--- config.mk ---
export PLATFORM = sky130hd
export DESIGN_NAME = countdown_display_driver
export DESIGN_NICKNAME = d
export VERILOG_FILES = /design/src/rtl/countdown_pkg.sv /design/src/rtl/tone_gen.sv /design/src/rtl/countdown_display_driver.sv
export SDC_FILE = /design/constraint.sdc
export NUM_CORES = 1
export LEC_CHECK = 0
export CAP_MARGIN = 20
export CORE_MARGIN = 2
export CORE_UTILIZATION = 55
export DETAILED_ROUTE_END_ITERATION = 7
export PLACE_DENSITY_LB_ADDON = 0.12
export SLEW_MARGIN = 15
export SYNTH_ARGS = -nofsm -noshare
export SYNTH_HDL_FRONTEND = slang
export SYNTH_SLANG_ARGS = --single-unit
--- constraint.sdc ---
create_clock -name clock -period 7.17 [get_ports clock]
set_clock_uncertainty 0.2 [all_clocks]
set_input_delay 1.434 -clock clock [delete_from_list [all_inputs] [get_ports clock]]
set_output_delay 1.434 -clock clock [all_outputs]
set_load 0.03 [all_outputs]
--- src/rtl/countdown_pkg.sv ---
// Shared types and segment constants for the countdown display path.
package countdown_pkg;

  localparam int SEG_W = 7;

  localparam logic [SEG_W-1:0] SEG_ZERO  = 7'b0111111;
  localparam logic [SEG_W-1:0] SEG_BLANK = 7'b0000000;

  typedef enum logic {UNITS = 1'b0, TENS = 1'b1} slot_t;

endpackage

--- src/rtl/tone_gen.sv ---
// Square-wave buzzer driver; once started, a burst lasts at least MIN_HALF half-periods.
module tone_gen #(
  parameter int TONE_DIV = 12500,
  parameter int MIN_HALF = 8
) (
  input  logic clock,
  input  logic reset,
  input  logic beep,
  output logic buzzer
);

  localparam int TW = (TONE_DIV > 1) ? $clog2(TONE_DIV) : 1;
  localparam int HW = $clog2(MIN_HALF + 1);
  localparam logic [TW-1:0] TMAX = TW'(TONE_DIV - 1);
  localparam logic [HW-1:0] HMAX = HW'(MIN_HALF);

  typedef enum logic {IDLE = 1'b0, ACTIVE = 1'b1} tstate_t;

  tstate_t       state;
  logic [TW-1:0] tcnt;
  logic [HW-1:0] hcnt;

  always_ff @(posedge clock or negedge reset) begin
    if (!reset) begin
      state  <= IDLE;
      tcnt   <= '0;
      hcnt   <= '0;
      buzzer <= 1'b0;
    end else if (state == IDLE) begin
      if (beep) state <= ACTIVE;
    end else if (!beep && hcnt == HMAX) begin
      // Stopping takes priority over a coincident half-period wrap.
      state  <= IDLE;
      tcnt   <= '0;
      hcnt   <= '0;
      buzzer <= 1'b0;
    end else if (tcnt == TMAX) begin
      tcnt   <= '0;
      buzzer <= ~buzzer;
      if (hcnt != HMAX) hcnt <= hcnt + 1'b1;
    end else begin
      tcnt <= tcnt + 1'b1;
    end
  end

endmodule

--- src/rtl/countdown_display_driver.sv ---
// Two-digit multiplexed display driver with frame-coherent capture, anti-ghost
// blanking, optional leading-zero suppression and a buzzer tone generator.
module countdown_display_driver
  import countdown_pkg::*;
#(
  parameter int SCAN_DIV = 25000,
  parameter int BLANK    = 250,
  parameter int LZ_BLANK = 1,
  parameter int TONE_DIV = 12500,
  parameter int MIN_HALF = 8
) (
  input  logic             clock,
  input  logic             reset,
  input  logic [SEG_W-1:0] bs1,
  input  logic [SEG_W-1:0] bs0,
  input  logic             beep,
  output logic [SEG_W-1:0] seg,
  output logic [1:0]       dig_en,
  output logic             buzzer
);

  localparam int CW = $clog2(SCAN_DIV);
  localparam logic [CW-1:0] CMAX   = CW'(SCAN_DIV - 1);
  localparam logic [CW-1:0] CBLANK = CW'(BLANK);

  slot_t            slot;
  slot_t            slot_nxt;
  logic [CW-1:0]    cnt;
  logic [CW-1:0]    cnt_nxt;
  logic             wrap;
  logic             tens_lz;
  logic [1:0]       dig_en_nxt;
  logic [SEG_W-1:0] sh1;
  logic [SEG_W-1:0] sh0;

  always_comb begin
    wrap       = (cnt == CMAX);
    cnt_nxt    = wrap ? '0 : cnt + 1'b1;
    slot_nxt   = slot;
    if (wrap) slot_nxt = (slot == UNITS) ? TENS : UNITS;
    tens_lz    = (LZ_BLANK != 0) && (sh1 == SEG_ZERO);
    dig_en_nxt = 2'b00;
    // Enables are computed for the upcoming cycle so they drop on the same edge seg changes.
    if (cnt_nxt >= CBLANK) begin
      if (slot_nxt == UNITS)  dig_en_nxt = 2'b01;
      else if (!tens_lz)      dig_en_nxt = 2'b10;
    end
  end

  always_ff @(posedge clock or negedge reset) begin
    if (!reset) begin
      cnt    <= '0;
      slot   <= UNITS;
      sh1    <= SEG_BLANK;
      sh0    <= SEG_BLANK;
      seg    <= SEG_BLANK;
      dig_en <= 2'b00;
    end else begin
      cnt    <= cnt_nxt;
      slot   <= slot_nxt;
      dig_en <= dig_en_nxt;
      if (wrap) begin
        if (slot == TENS) begin
          // Both digits captured together so a frame never mixes two input values.
          sh1 <= bs1;
          sh0 <= bs0;
          seg <= bs0;
        end else begin
          seg <= sh1;
        end
      end
    end
  end

  tone_gen #(
    .TONE_DIV(TONE_DIV),
    .MIN_HALF(MIN_HALF)
  ) u_tone (
    .clock (clock),
    .reset (reset),
    .beep  (beep),
    .buzzer(buzzer)
  );

endmodule

* After elaboration in Yosys (flattened, before gate mapping)
Index checks and enable logic that the tools add are counted.
Word-level totals: register bits after elaboration 52, input bits 17, output and inout port bits 10, word-level logic and storage cells 43
Operators by class: add/subtract/negate cells 3, $lt $le $gt $ge 1, eq/ne operators 5, multiplexer cells 17, bitwise operators 1, reductions and logical operators 7
Operators by type and width (number):
- two-way mux 14 bit | 2
- adder 15 x 1 -> 15 bit (second input constant) | 1
- == test 15 bit (second input constant) | 1
- greater-or-equal comparator 15 x 8 -> 1 bit (second input constant) | 1
- two-way mux 15 bit | 1
- adder 14 x 1 -> 14 bit (second input constant) | 1
- == test 14 bit (second input constant) | 1
- two-way mux 4 bit | 3
- == test 7 x 6 -> 1 bit (second input constant) | 1
- two-way mux 1 bit | 7
- two-way mux 7 bit | 1
- two-way mux 2 bit | 3
- adder 4 x 1 -> 4 bit (second input constant) | 1
- == test 4 bit (second input constant) | 1
- != test 4 bit (second input constant) | 1
- AND reduction 2 bit | 2
- nonzero test 2 bit | 2
- AND reduction 3 bit | 1
- logical AND 1 bit | 1
- logical NOT 1 bit | 1
- NOT 1 bit | 1

* Longest topological paths before layout
depth in word-level cells 4, mapped depth 9, gate-level depth less buffers 7

* Modules after synthesis
A second synthesis with hierarchy kept.
Second synthesis, totals: cell total of the unflattened synthesis 277, area, all modules 2942.8 um^2
Modules (own cells, without submodules):
- countdown_display_driver | instances 1, cells each 157, area an instance 1732.9 um^2, seq. area each 800.8 um^2
- tone_gen | instances 1, cells each 120, area an instance 1209.9 um^2, seq. area each 500.5 um^2

* Worst setup path after synthesis
Ideal clock, no wire load.
path type register to register, start point register cnt[3], end point register sh1[0], library setup time 0.125 ns, data arrival time 2.423 ns, data required time 6.845 ns, setup slack 4.422 ns, stages on the path, launching flop included 9, path buffers 3, period minus slack after synthesis 2.748 ns, cells stage by stage dfrtp_1 > buf_6 > or4_1 > or4_1 > buf_6 > clkinv_8 > ha_1 > clkbuf_1 > mux2_2
Between the ends: longest elaborated chain between the ends 2
Ends and longest elaborated chain:
- start: declaration | line countdown_display_driver.sv:28 | logic [CW-1:0] cnt;
- start signal: assignment | line countdown_display_driver.sv:59 | cnt <= cnt_nxt;
- == test 15 bit | line countdown_display_driver.sv:37 | wrap = (cnt == CMAX);
- AND reduction 2 bit (no line)
- end signal: assignment | line countdown_display_driver.sv:65 | sh1 <= bs1;
- end: declaration | line countdown_display_driver.sv:33 | logic [SEG_W-1:0] sh1;
Every way passes these cells. A chain may end at the register's enable or synchronous reset.

* Worst setup path in the final report
Ends and elaborated chain as after synthesis.

==> run_results.csv <==
group,metric,value,unit
routing,detail_route.wirelength,4920,microns
layout,final_cell_count_no_fill,351,
synth,most_used_dff_post_synth,"dfrtp_1",
routing,ant_nets,0,
synth,synth-edff-count,0,
layout,drive_gt1_share,10.2,%
clock_network,cts_hold_repair.buffers,0,
setup_path,critical_path_arrival,3010,ps
power,power.switching_fraction,29.5,%
global_routing,grt.overflow.total,0,
synth,syn-cell-area,0.00269,sq mm
hold_path,hold_depth,2,
placement,dp_hpwl,3520,microns
global_routing,antenna_violations_before_repair,0,
layout,layout.area.seq,0.00130,sq mm
setup_path,worst_ep_required_time,7160,ps
clock_network,cts_root_buffer,"clkbuf_8",
clock_network,post_cts.resized_instances,0,
global_routing,global_route.usage.total,20.0,%
synth,synthCells,261,
die,design.core.area,0.00472,sq mm
clock_network,clockBufferDepth,2,
synth,synth.yosys.warnings,0,
power,power.ir.vdd_worst,0.115,mV
power,power.share.sequential,53.0,%
die,initial_core_util,57.0,%
setup_path,setup.worst_path.class,"reg2reg",
routing,post_drt_wl_per_cell,14.0,microns
global_routing,grt_util_met2,31.0,%
sta,finalHoldViolations,0,
layout,num-nets-final,306,
synth,synth_seq_cells,52,
synth,synth_sequential_area_ratio,48.3,%
job,drv.max_cap_violation_count,0,
global_routing,global_route.peak_usage_layer,"met2",
sta,post_route_worst_hold_slack,286,ps
sta,drv_slew,0,
power,leakage,1.35,nW
clock_network,post-cts-setup-buffers,0,
synth,synth_nets,284,
sta,tightest_slew,645,ps
global_routing,global_route.usage.met1,27.6,%
power,power_switching,209,uW
hold_path,timing.hold.worst.class,"reg2reg",
die,placement_rows,25,
setup_path,critical_path.max_fanout,15,
routing,drt_pre_antenna_iters,4,
sta,maxSlewHeadroom,57.0,%
setup_path,timing.reg2reg.worst_path_depth,5,
clock_network,htree_num_levels,2,
clock_network,clk-insertion-delay-late,300,ps
global_routing,grt_pass1_wl,8310,microns
die,die_width,74.0,microns
layout,post-route-util,65.4,%
routing,vias_per_cell,5.42,
sta,layout_worst_path_cycle_share,42.1,%
global_routing,met3_usage,4.88,%
die,ios,27,
layout,post-route-cell-area,0.00309,sq mm
placement,gpl.final_weighted_congestion,0.852,
synth,asyncSetResetFlopFracSynth,100,%
sta,timing.final.crit_period,3020,ps
sta,finalSetupTns,0,ps
routing,number_of_vias_in_the_routed_layout,1903,
placement,portBuffers,26,
clock_network,clkSlewWorstSetupHoldPaths,100,ps
power,clkPwrFrac,28.2,%
sta,rsz0062_at_grt,"false",
global_routing,largest_net_degree_at_the_start_of_global_routing,53,
layout,multi_input_comb_area,0.00128,sq mm
layout,fill_cells,386,
placement,placed_cells_incl_taps,343,
routing,first_iter_violations,47,
die,chipHeight,74.0,microns
synth,ys_types,47,
layout,syn_to_final_growth,14.6,%
power,intPower,499,uW
power,p_per_area,230,mW/mm^2
routing,drc,0,
placement,placed_area,0.00298,sq mm
status,run_status,"finished, final reports clean",
clock_network,tritoncts,"yes",
sta,finalSetupViolations,0,
clock_network,clock_sink_count,52,
layout,antenna_cells,0,
sta,fmax,331,MHz
global_routing,first_global_vias,1784,
synth,avgSynthCellArea,10.3,sq um
setup_path,critical_path.endpoint_type,"register",
die,die_area,0.00547,sq mm
setup_path,start_kind,"register",
clock_network,cts_buffers,5,
power,comb_power_share,18.8,%
==> metal layers <==
metal | routed length [microns] | share of wire, % | vias to the layer above
met5 | 0 | 0 | -
met4 | 45 | 0.91 | 0
met3 | 126 | 2.6 | 4
met2 | 2400 | 49 | 21
met1 | 2350 | 48 | 906
li1 | - | - | 972
==> placed cells by master (no fill, tap or decap), drive strengths merged, types with 9 or more instances in the layout <==
cell	count
nand3	11
mux2i	10
clkdlybuf4s50	25
nor2	24
mux2	11
o21ai	18
nand4	9
inv	9
nand2	22
xor2	12
dfrtp	52
==> critical path, cell delays in order (launching register included) <==
cell and delay (ps):
dfrtp_1 470, or4_1 550, or4_1 810, clkinv_8 170, ha_1 340, mux2_2 370
==> area by class of cell <==
class                   instances  area share [%]
inverters                      10            1.62
flip-flops and latches         52            42.2
repair buffers                 27            8.51
clock buffers                   5            2.23
well taps                      67            2.72
multi-input cells             187            41.4
clock inverters                 3            1.38
==> flip-flops by register name, summed over array words and instances (netlist names) <==
register / flops
slot: 1
sh1: 7
seg: 7
dig_en: 2
cnt: 15
u_tone.state: 1
u_tone.hcnt: 4
u_tone.buzzer: 1
u_tone.tcnt: 14
==> power by group through the flow <==
stage          clock [mW]  combinational, mW  sequential (mW)
2_1_floorplan           0             0.0959            0.372
3_3_place_gp            0              0.131            0.380
3_5_place_dp            0              0.135            0.381
4_1_cts             0.207              0.135            0.375
5_1_grt             0.224              0.153            0.382
6_report            0.200              0.133            0.375
==> synth_stat cells, types with 2 or more instances <==
| library cell | count | area share [%] |
|---|---|---|
| nor2_1 | 23 | 3.2 |
| and3_1 | 7 | 1.6 |
| nand3_1 | 11 | 2.0 |
| clkbuf_1 | 4 | 0.56 |
| a21oi_1 | 3 | 0.56 |
| nand4_1 | 9 | 2.1 |
| nor3_1 | 6 | 1.1 |
| o21ai_0 | 18 | 3.3 |
| inv_1 | 9 | 1.3 |
| buf_2 | 4 | 0.74 |
| ha_1 | 6 | 2.8 |
| nand4b_1 | 4 | 1.3 |
| mux2_2 | 11 | 4.6 |
| a31o_2 | 2 | 0.65 |
| nand2b_1 | 5 | 1.2 |
| nand2_1 | 22 | 3.1 |
| xor2_1 | 12 | 3.9 |
| xnor2_1 | 8 | 2.6 |
| a31oi_1 | 2 | 0.46 |
| buf_6 | 2 | 0.84 |
| or4_1 | 3 | 0.84 |
| nor3b_1 | 2 | 0.56 |
| nand3b_1 | 2 | 0.56 |
| o31ai_1 | 2 | 0.56 |
| buf_1 | 2 | 0.28 |
| dfrtp_1 | 52 | 48 |
| mux2i_1 | 10 | 3.7 |
==> metrics by stage <==
stage	setup WS (ps)	total power [mW]
floorplan	4420	0.468
global placement	3960	0.511
detailed placement	3860	0.517
CTS	4120	0.718
global route	4020	0.759
finish	4150	0.708
==> logic make-up after synthesis <==
logic type      after synthesis  share of synthesized area (%)
simple gates                104                           21.2
xor+xnor                     20                           6.50
fa+ha+maj                     6                           2.79
flops                        52                           48.3
compound gates               36                           8.59
buf+inv                      22                           4.27
mux                          21                           8.31
==> final timing paths <==
check,endpoint,from,slack [ps]
worst min-delay path,seg[3],seg[3],290
worst min register to register,seg[3],seg[3],290
min in group asynchronous,u_tone.hcnt[3],reset,1030
max in group asynchronous,seg[6],reset,5310
worst max register to register,sh1[0],cnt[3],4150
worst max-delay path,sh1[0],cnt[3],4150
(Power assumes the default switching activity.)
==> edit (same settings) <==
Register the output `seg` once more, with the module's reset; this adds one clock of latency there. The other outputs are not delayed to match. Comments in the files are not updated.
--- a/src/rtl/countdown_display_driver.sv
+++ b/src/rtl/countdown_display_driver.sv
@@ -22,6 +22,8 @@
   localparam int CW = $clog2(SCAN_DIV);
   localparam logic [CW-1:0] CMAX   = CW'(SCAN_DIV - 1);
   localparam logic [CW-1:0] CBLANK = CW'(BLANK);
+
+  logic [SEG_W-1:0] seg_s0;
 
   slot_t            slot;
   slot_t            slot_nxt;
@@ -53,7 +55,7 @@
       slot   <= UNITS;
       sh1    <= SEG_BLANK;
       sh0    <= SEG_BLANK;
-      seg    <= SEG_BLANK;
+      seg_s0 <= SEG_BLANK;
       dig_en <= 2'b00;
     end else begin
       cnt    <= cnt_nxt;
@@ -64,9 +66,9 @@
           // Both digits captured together so a frame never mixes two input values.
           sh1 <= bs1;
           sh0 <= bs0;
-          seg <= bs0;
+          seg_s0 <= bs0;
         end else begin
-          seg <= sh1;
+          seg_s0 <= sh1;
         end
       end
     end
@@ -82,5 +84,13 @@
     .buzzer(buzzer)
   );
 
+  always_ff @(posedge clock or negedge reset) begin
+    if (!reset) begin
+      seg <= '0;
+    end else begin
+      seg <= seg_s0;
+    end
+  end
+
 endmodule
 
Function: same outputs for any inputs over 10 cycles, from zero or initial values and one cycle with reset low; that may be too few to reach the edited logic, so the function may still have changed.
==> edit against the original RTL <==
- synthesized cell count rose by 8.4%
- sequential cell count is 7 higher
- synthesized area rose by 9.7%
- routed wire length is 11% higher
- worst setup slack lost 0.034 ns
- final area increased by 10%
Power is not compared: it rests on default switching activity, and its combinational part moved more than twofold at a synthesized area within 25%.
==> edit: results <==
export IMPL_synth_compound_area_share_pct=10.67
export IMPL_grt_pass1_wl_mm=9.432
export IMPL_reg2reg_to="sh1[6]"
export IMPL_finalWeightedCongestion=0.8824
export IMPL_hold_depth=0
export IMPL_ff2ff_setup_slack_ns=4.54
export IMPL_routed_wl_mm=5.474
export IMPL_first_global_vias=2054
export IMPL_ys_seq_area_share_pct=49.96
export IMPL_outcome="completed"
export IMPL_synth_distinct_cells=55
export IMPL_min_from="seg_s0[6]"
export IMPL_grt_usage_pct=20.16
export IMPL_syn_inst=283
export IMPL_critPathMaxStageDelay_ns=0.44
export IMPL_synth_common_cells="dfrtp_1 (59), nand2_1 (27), nor2_1 (23)"
export IMPL_cp_max_fo=9
export IMPL_cts_buffers=9
export IMPL_clock_latency_ns=0.33
export IMPL_clk_pin_slew_ns=0.06
export IMPL_via_per_inst=5.683
export IMPL_layout_nets=331
export IMPL_slowest_stage="a21oi_2"
export IMPL_arrival_ns=3.06
export IMPL_grt_max_degree=60
export IMPL_synthXorXnorAreaFrac_pct=5.334
export IMPL_synth_adder_area_share_pct=2.540
export IMPL_synthTopCellsByArea="dfrtp_1 (50%), mux2_2 (3.8%), mux2i_1 (3.7%), nand2_1 (3.4%), xor2_1 (3.3%)"
export IMPL_muxShareOfSynthArea_pct=7.536
export IMPL_hpwl_mm=3.763
export IMPL_wire_per_inst_microns=14.33
export IMPL_drt_iter0_drc=110
## edit: cell types whose count changed in the layout (fill, tap and decap cells not counted), sizes merged, moves of 3 or more
cell	unedited run	this run
a21oi	3	8
and3	7	4
clkbuf	5	13
dfrtp	52	59
nand2	22	27
nand4	9	3
nor4	2	6
## edit: layer usage
metal  up-vias  global-route usage, %  routed length [microns]
met5         -                      0                        0
met2        50                  30.35                     2683
li1       1068                      -                        -
met3         5                  6.235                      251
met4         0                  8.036                       76
met1      1048                  27.22                     2462
## edit: worst max-delay path, delay by kind of cell
kind	cells	cell delay, ns
mux	1	0.33
compound gates	2	0.67
buf+inv	2	0.52
simple gates	1	0.11
## edit: logic make-up (layout without fill, tap and decap cells)
logic type,count (synthesis),after routing
XOR/XNOR,18,18
flip-flops,59,59
AO/OA/AOI/OAI,46,46
adder cells (fa/ha/maj),6,6
AND/OR/NAND/NOR,111,111
buffers and inverters,22,51
multiplexers,21,21
## edit: final cells by class
class                      count  area [sq um]
multi-input combinational    202          1375
clock buffer                  13         148.9
timing repair buffer          27         262.8
clock inverter                 2         12.51
sequential                    59          1476
fill                         439          1743
tap                           70         87.58
inverter                       9         33.78
## edit: metrics by stage
stage	total power [mW]	utilization, %	hold slack (ns)	area [sq um]	setup WS (ns)
global route	0.6289	66.09	0.1850	3397	4.074
floorplan	0.3408	-	0.1535	2955	4.461
detailed placement	0.3565	62.95	0.1630	3236	3.821
global placement	0.3562	62.95	0.1580	3236	3.846
finish	0.6024	66.09	0.1762	3397	4.119
CTS	0.6130	66.09	0.1777	3397	4.133
## edit: power by group
group	switching [mW]	total [mW]	internal (mW)
combinational	0.00793	0.0161	0.00820
clock	0.120	0.253	0.133
sequential	0.000242	0.334	0.333
total	0.128	0.602	0.474
## edit: worst max-delay path by stage
stage	from	endpoint	slack [ns]
after floorplan	beep	u_tone.hcnt[1]	4.46
after global placement	beep	u_tone.hcnt[1]	3.85
after detailed placement	beep	u_tone.hcnt[1]	3.82
after CTS	u_tone.buzzer	buzzer	4.13
after global routing	beep	u_tone.hcnt[1]	4.07
final	beep	u_tone.hcnt[1]	4.12
